$ cat config.mk
export PLATFORM = sky130hd
export DESIGN_NAME = pe_seq_ctrl
export DESIGN_NICKNAME = d
export VERILOG_FILES = /design/src/rtl/pe_seq_ctrl.sv
export SDC_FILE = /design/constraint.sdc
export NUM_CORES = 1
export LEC_CHECK = 0
export CAP_MARGIN = 20
export CORE_AREA = 2 2 99 120
export DETAILED_ROUTE_END_ITERATION = 6
export DIE_AREA = 0 0 101 122
export PLACE_DENSITY = 0.9
export SYNTH_ARGS = -nofsm -noshare
export SYNTH_HDL_FRONTEND = slang
export SYNTH_SLANG_ARGS = --single-unit
export TNS_END_PERCENT = 5
$ cat constraint.sdc
create_clock -name clk -period 3.8 [get_ports clk]
set_input_delay 0.95 -clock clk [delete_from_list [all_inputs] [get_ports clk]]
set_output_delay 0.95 -clock clk [all_outputs]
set_load 0.01 [all_outputs]
$ cat src/rtl/pe_seq_ctrl.sv
// Layer sequencer for pe_engine: walks channel tile, row, col and issues one pixel
// per accepted cycle, framed by a buffer prefetch wait and a PE pipeline drain.
module pe_seq_ctrl #(
   parameter int W_SIZE       = 9,
   parameter int W_CHANNEL    = 9,
   parameter int W_FRAME_SIZE = 20,
   parameter int W_DELAY      = 4,
   parameter int PE_DELAY     = 6
) (
   input  logic                    clk,
   input  logic                    rstn,
   input  logic                    q_start,
   input  logic [W_SIZE-1:0]       q_width,
   input  logic [W_SIZE-1:0]       q_height,
   input  logic [W_CHANNEL-1:0]    q_channel,
   input  logic                    i_bm_ready,
   output logic                    c_ctrl_data_run,
   output logic [W_SIZE-1:0]       c_row,
   output logic [W_SIZE-1:0]       c_col,
   output logic [W_CHANNEL-1:0]    c_chn,
   output logic [W_FRAME_SIZE-1:0] c_data_count,
   output logic                    c_end_frame,
   output logic                    c_is_first_row,
   output logic                    c_is_last_row,
   output logic                    c_is_first_col,
   output logic                    c_is_last_col,
   output logic                    o_busy,
   output logic                    o_done
);

   localparam int D_MAX  = (W_DELAY > PE_DELAY) ? W_DELAY : PE_DELAY;
   localparam int W_DCNT = $clog2(D_MAX + 1);
   localparam logic [W_DCNT-1:0] PRE_LAST = W_DCNT'(W_DELAY - 1);
   localparam logic [W_DCNT-1:0] DRN_LAST = W_DCNT'(PE_DELAY - 1);

   typedef enum logic [2:0] {
      IDLE,
      PRELOAD,
      RUN,
      DRAIN,
      DONE
   } state_t;

   state_t                  state;
   logic [W_SIZE-1:0]       w_last;
   logic [W_SIZE-1:0]       h_last;
   logic [W_CHANNEL-1:0]    c_last;
   logic [W_SIZE-1:0]       row;
   logic [W_SIZE-1:0]       col;
   logic [W_CHANNEL-1:0]    chn;
   logic [W_FRAME_SIZE-1:0] idx;
   logic [W_DCNT-1:0]       dcnt;

   logic col_end;
   logic row_end;
   logic chn_end;
   logic last_pix;
   logic zero_cfg;

   assign col_end  = (col == w_last);
   assign row_end  = (row == h_last);
   assign chn_end  = (chn == c_last);
   assign last_pix = col_end && row_end && chn_end;
   assign zero_cfg = (q_width == '0) || (q_height == '0) ||
                     (q_channel == '0);

   always_ff @(posedge clk or negedge rstn) begin
      if (!rstn) begin
         state           <= IDLE;
         w_last          <= '0;
         h_last          <= '0;
         c_last          <= '0;
         row             <= '0;
         col             <= '0;
         chn             <= '0;
         idx             <= '0;
         dcnt            <= '0;
         c_ctrl_data_run <= 1'b0;
         c_row           <= '0;
         c_col           <= '0;
         c_chn           <= '0;
         c_data_count    <= '0;
         c_end_frame     <= 1'b0;
         c_is_first_row  <= 1'b0;
         c_is_last_row   <= 1'b0;
         c_is_first_col  <= 1'b0;
         c_is_last_col   <= 1'b0;
         o_busy          <= 1'b0;
         o_done          <= 1'b0;
      end else begin
         c_ctrl_data_run <= 1'b0;
         o_done          <= 1'b0;
         unique case (state)
            IDLE: begin
               if (q_start) begin
                  w_last <= q_width - 1'b1;
                  h_last <= q_height - 1'b1;
                  c_last <= q_channel - 1'b1;
                  row    <= '0;
                  col    <= '0;
                  chn    <= '0;
                  idx    <= '0;
                  dcnt   <= '0;
                  o_busy <= 1'b1;
                  if (zero_cfg) begin
                     state  <= DONE;
                     o_done <= 1'b1;
                  end else begin
                     state <= PRELOAD;
                  end
               end
            end
            PRELOAD: begin
               if (dcnt == PRE_LAST) begin
                  dcnt  <= '0;
                  state <= RUN;
               end else begin
                  dcnt <= dcnt + 1'b1;
               end
            end
            RUN: begin
               if (i_bm_ready) begin
                  c_ctrl_data_run <= 1'b1;
                  c_row           <= row;
                  c_col           <= col;
                  c_chn           <= chn;
                  c_data_count    <= idx;
                  c_end_frame     <= last_pix;
                  c_is_first_row  <= (row == '0);
                  c_is_last_row   <= row_end;
                  c_is_first_col  <= (col == '0);
                  c_is_last_col   <= col_end;
                  idx             <= idx + 1'b1;
                  // col innermost, then row, channel tile outermost
                  if (col_end) begin
                     col <= '0;
                     if (row_end) begin
                        row <= '0;
                        chn <= chn + 1'b1;
                     end else begin
                        row <= row + 1'b1;
                     end
                  end else begin
                     col <= col + 1'b1;
                  end
                  if (last_pix) begin
                     state <= DRAIN;
                  end
               end
            end
            DRAIN: begin
               if (dcnt == DRN_LAST) begin
                  state  <= DONE;
                  o_done <= 1'b1;
               end else begin
                  dcnt <= dcnt + 1'b1;
               end
            end
            DONE: begin
               state  <= IDLE;
               o_busy <= 1'b0;
            end
            default: begin
               state  <= IDLE;
               o_busy <= 1'b0;
            end
         endcase
      end
   end

endmodule

==> flow_metrics.env <==
export IMPL_nFillCells=821
export IMPL_start_util=0.577
export IMPL_critical_path_arrival_ns=3.15
export IMPL_clock_latency_ns=0.41
export IMPL_ant_nets=0
export IMPL_cts_resized=0
export IMPL_seq_area_um2=3380
export IMPL_drive_above_1_share=0.0637
export IMPL_final_area_um2=8060
export IMPL_fin_crit_ns=2.86
export IMPL_clock_path_buffers=2
export IMPL_cp_start_kind="primary input"
export IMPL_worstPathRequired_ns=4.09
export IMPL_clock_sinks=135
export IMPL_cts_root_buffer="clkbuf_16"
export IMPL_grt_pass1_wl_mm=24.8
export IMPL_drt_initial_drc_count=510
export IMPL_antenna_cells=0
export IMPL_max_cap_violations=0
export IMPL_ys_flop_type="dfrtp_1"
export IMPL_irDropWorstVdd_mv=0.282
export IMPL_outcome="completed"
export IMPL_criticalPathCategory="in2reg"
export IMPL_synth_seq_cells=135
export IMPL_syn_to_final_growth_pct=23.7
export IMPL_grt_pass1_vias=5173
export IMPL_ios=86
export IMPL_grt_max_degree=69
export IMPL_postPlaceCellArea_um2=7480
export IMPL_postCtsSetupBuffers=0
export IMPL_timing_final_crit_share=0.753
export IMPL_whs_ns=0.468
export IMPL_fp_row_count=43
export IMPL_fin_worst_skew_ns=0.00974
export IMPL_end_kind="flip-flop"
export IMPL_multi_input_area_um2=2940
export IMPL_cts_tree="built"
export IMPL_yosysSeqAreaShare=0.518
export IMPL_syn_area_per_cell_um2=9.24
export IMPL_cp_max_fo=17
export IMPL_setup_tns_ns=0
export IMPL_antenna_found_initial=0
export IMPL_track_usage=0.255
export IMPL_drc=0
export IMPL_vias_per_cell=5.66
export IMPL_synth_warnings=0
export IMPL_wirelength_mm=15.0
export IMPL_tightest_slew_ns=0.862
export IMPL_syn_inst=706
export IMPL_gp_congestion=0.903
export IMPL_numCtsBuffers=17
export IMPL_coreArea_um2=11300
export IMPL_postLayoutSetupSlackWorst_ns=0.938
export IMPL_synth_area_um2=6520
export IMPL_rsz0062_at_grt="false"
export IMPL_grt_ovfl_total=0
export IMPL_dieArea_um2=12300
export IMPL_power_density_nw_per_um2=574
export IMPL_slew_viol_final=0
export IMPL_power_leakage_nw=3.93
export IMPL_via_count=5300
export IMPL_io_buffers=85
export IMPL_hold_buffers=0
export IMPL_dr_pass1_iters=6
export IMPL_hp_class="reg2reg"
export IMPL_htreeDepth=4
export IMPL_async_reset_ff_frac=1.00
export IMPL_dieWidth_um=101
export IMPL_synth_edf_count=0
export IMPL_nets=835
export IMPL_slew_headroom=0.425
export IMPL_path_clk_slew_ns=0.06
export IMPL_dieHeight_um=122
export IMPL_wl_per_cell_um=16.0
export IMPL_fmax_ghz=0.349
export IMPL_dpl_worst_slack_ns=0.593
export IMPL_finalSetupViolations=0
export IMPL_syn_nets=753
export IMPL_yosys_cell_types_count=48
export IMPL_final_hold_violation_count=0
export IMPL_hpwl_mm=10.4
==> sequential cells by signal (all words and copies together), names as in the netlist, 3 cells and up <==
register	flops
idx	20
chn	9
c_chn	9
c_last	9
col	9
c_row	9
row	9
state	3
c_data_count	20
c_col	9
dcnt	3
w_last	9
h_last	9
==> worst max-delay path: stages <==
cell             delay [ns]
clkdlybuf4s50_1        0.49
nor2b_1                0.38
o21ai_2                0.22
a21oi_2                0.60
o21ai_0                0.22
a22o_1                 0.28
==> area by class of cell <==
| cell class | instances | share of cell area |
|---|---|---|
| Clock inverter | 12 | 0.0157 |
| Clock buffer | 20 | 0.0566 |
| Inverter | 21 | 0.00978 |
| Sequential cell | 135 | 0.419 |
| Timing Repair Buffer | 92 | 0.113 |
| Multi-Input combinational cell | 521 | 0.365 |
| Tap cell | 135 | 0.0209 |
==> report_power, final <==
group          total (mW)  switching, mW  internal, mW
Combinational        1.05          0.593         0.460
Sequential           1.98          0.271          1.71
Clock                1.60          0.600         0.998
==> kinds of logic (layout without fill, tap and decap cells) <==
| kind of cell | count (synthesis) | in the layout | share of synthesized area |
|---|---|---|---|
| muxes | 6 | 6 | 0.00979 |
| DFF | 135 | 135 | 0.518 |
| buffers and inverters | 50 | 145 | 0.0311 |
| xor gates and xnor gates | 72 | 72 | 0.0967 |
| adders and majority gates | 16 | 16 | 0.0307 |
| and+or+nand+nor | 345 | 345 | 0.237 |
| AOI/OAI and AO/OA | 82 | 82 | 0.0770 |
==> cells in the mapped netlist (11+ instances only) <==
master    count  area [µm²]
ha_1         16         200
dfrtp_1     135        3380
xnor2_1      24         210
nor4_1       11        68.8
nand2_1     195         732
nor2_1       50         188
o21ai_0      50         250
clkbuf_1     20        75.1
nand3_1      22         110
inv_1        20        75.1
and3_1       17         106
xor2_1       48         420
nand4_1      11        68.8
==> metal layers <==
metal,GRT usage,share of wire,vias to the layer above
li1,-,-,2523
met1,0.324,0.41,2559
met2,0.437,0.52,194
met3,0.0436,0.048,24
met4,0.0954,0.019,0
met5,0,0,-
==> cell usage in the layout (no fill, tap or decap), types with 2 or more instances in the layout <==
cell type	synthesis	routed
inv_1	20	20
a2111o_1	2	2
nor4_1	11	11
and2_1	4	4
nor4b_1	2	2
mux2_2	3	3
ha_1	16	16
and3_2	2	2
nand4_1	11	11
and4_1	4	4
nor2_1	50	50
o22ai_1	4	4
and3_1	17	17
mux2i_1	3	3
a22o_1	4	4
a21oi_1	2	2
o21ai_0	50	50
clkinv_2	0	5
nand2b_1	3	3
nand3_1	22	22
or3_1	3	3
clkinv_4	0	2
xor2_1	48	48
clkbuf_16	0	17
nand2_1	195	194
o31ai_1	2	2
buf_4	0	7
nor2b_1	5	5
a31oi_1	4	4
nand4b_1	2	2
dfrtp_1	135	135
clkdlybuf4s50_1	0	84
o21a_1	5	5
clkinvlp_4	0	2
xnor2_1	24	24
clkbuf_8	0	2
nor3_1	10	10
bufinv_16	0	2
==> path summary, 6_finish.rpt <==
path,end,start,slack [ns],cells past startpoint
min in group asynchronous,c_col[6]$_DFFE_PN0P_,rstn,0.65,1
worst min-delay path,c_data_count[12]$_DFFE_PN0P_,c_data_count[12]$_DFFE_PN0P_,0.47,2
worst max register to register,row[7]$_DFFE_PN0P_,col[3]$_DFFE_PN0P_,1.20,6
max in group asynchronous,row[2]$_DFFE_PN0P_,rstn,2.29,2
worst max-delay path,row[7]$_DFFE_PN0P_,q_start,0.94,6
worst min register to register,c_data_count[12]$_DFFE_PN0P_,c_data_count[12]$_DFFE_PN0P_,0.47,2
==> stage by stage <==
stage / instances / power (mW) / utilization
floorplan: 706 / 2.62 / -
global placement: 904 / 2.96 / 0.662
detailed placement: 904 / 3.05 / 0.662
CTS: 936 / 4.64 / 0.714
global route: 936 / 4.89 / 0.714
finish: 936 / 4.63 / 0.714
No activity file was read; power rests on OpenSTA's default activity.
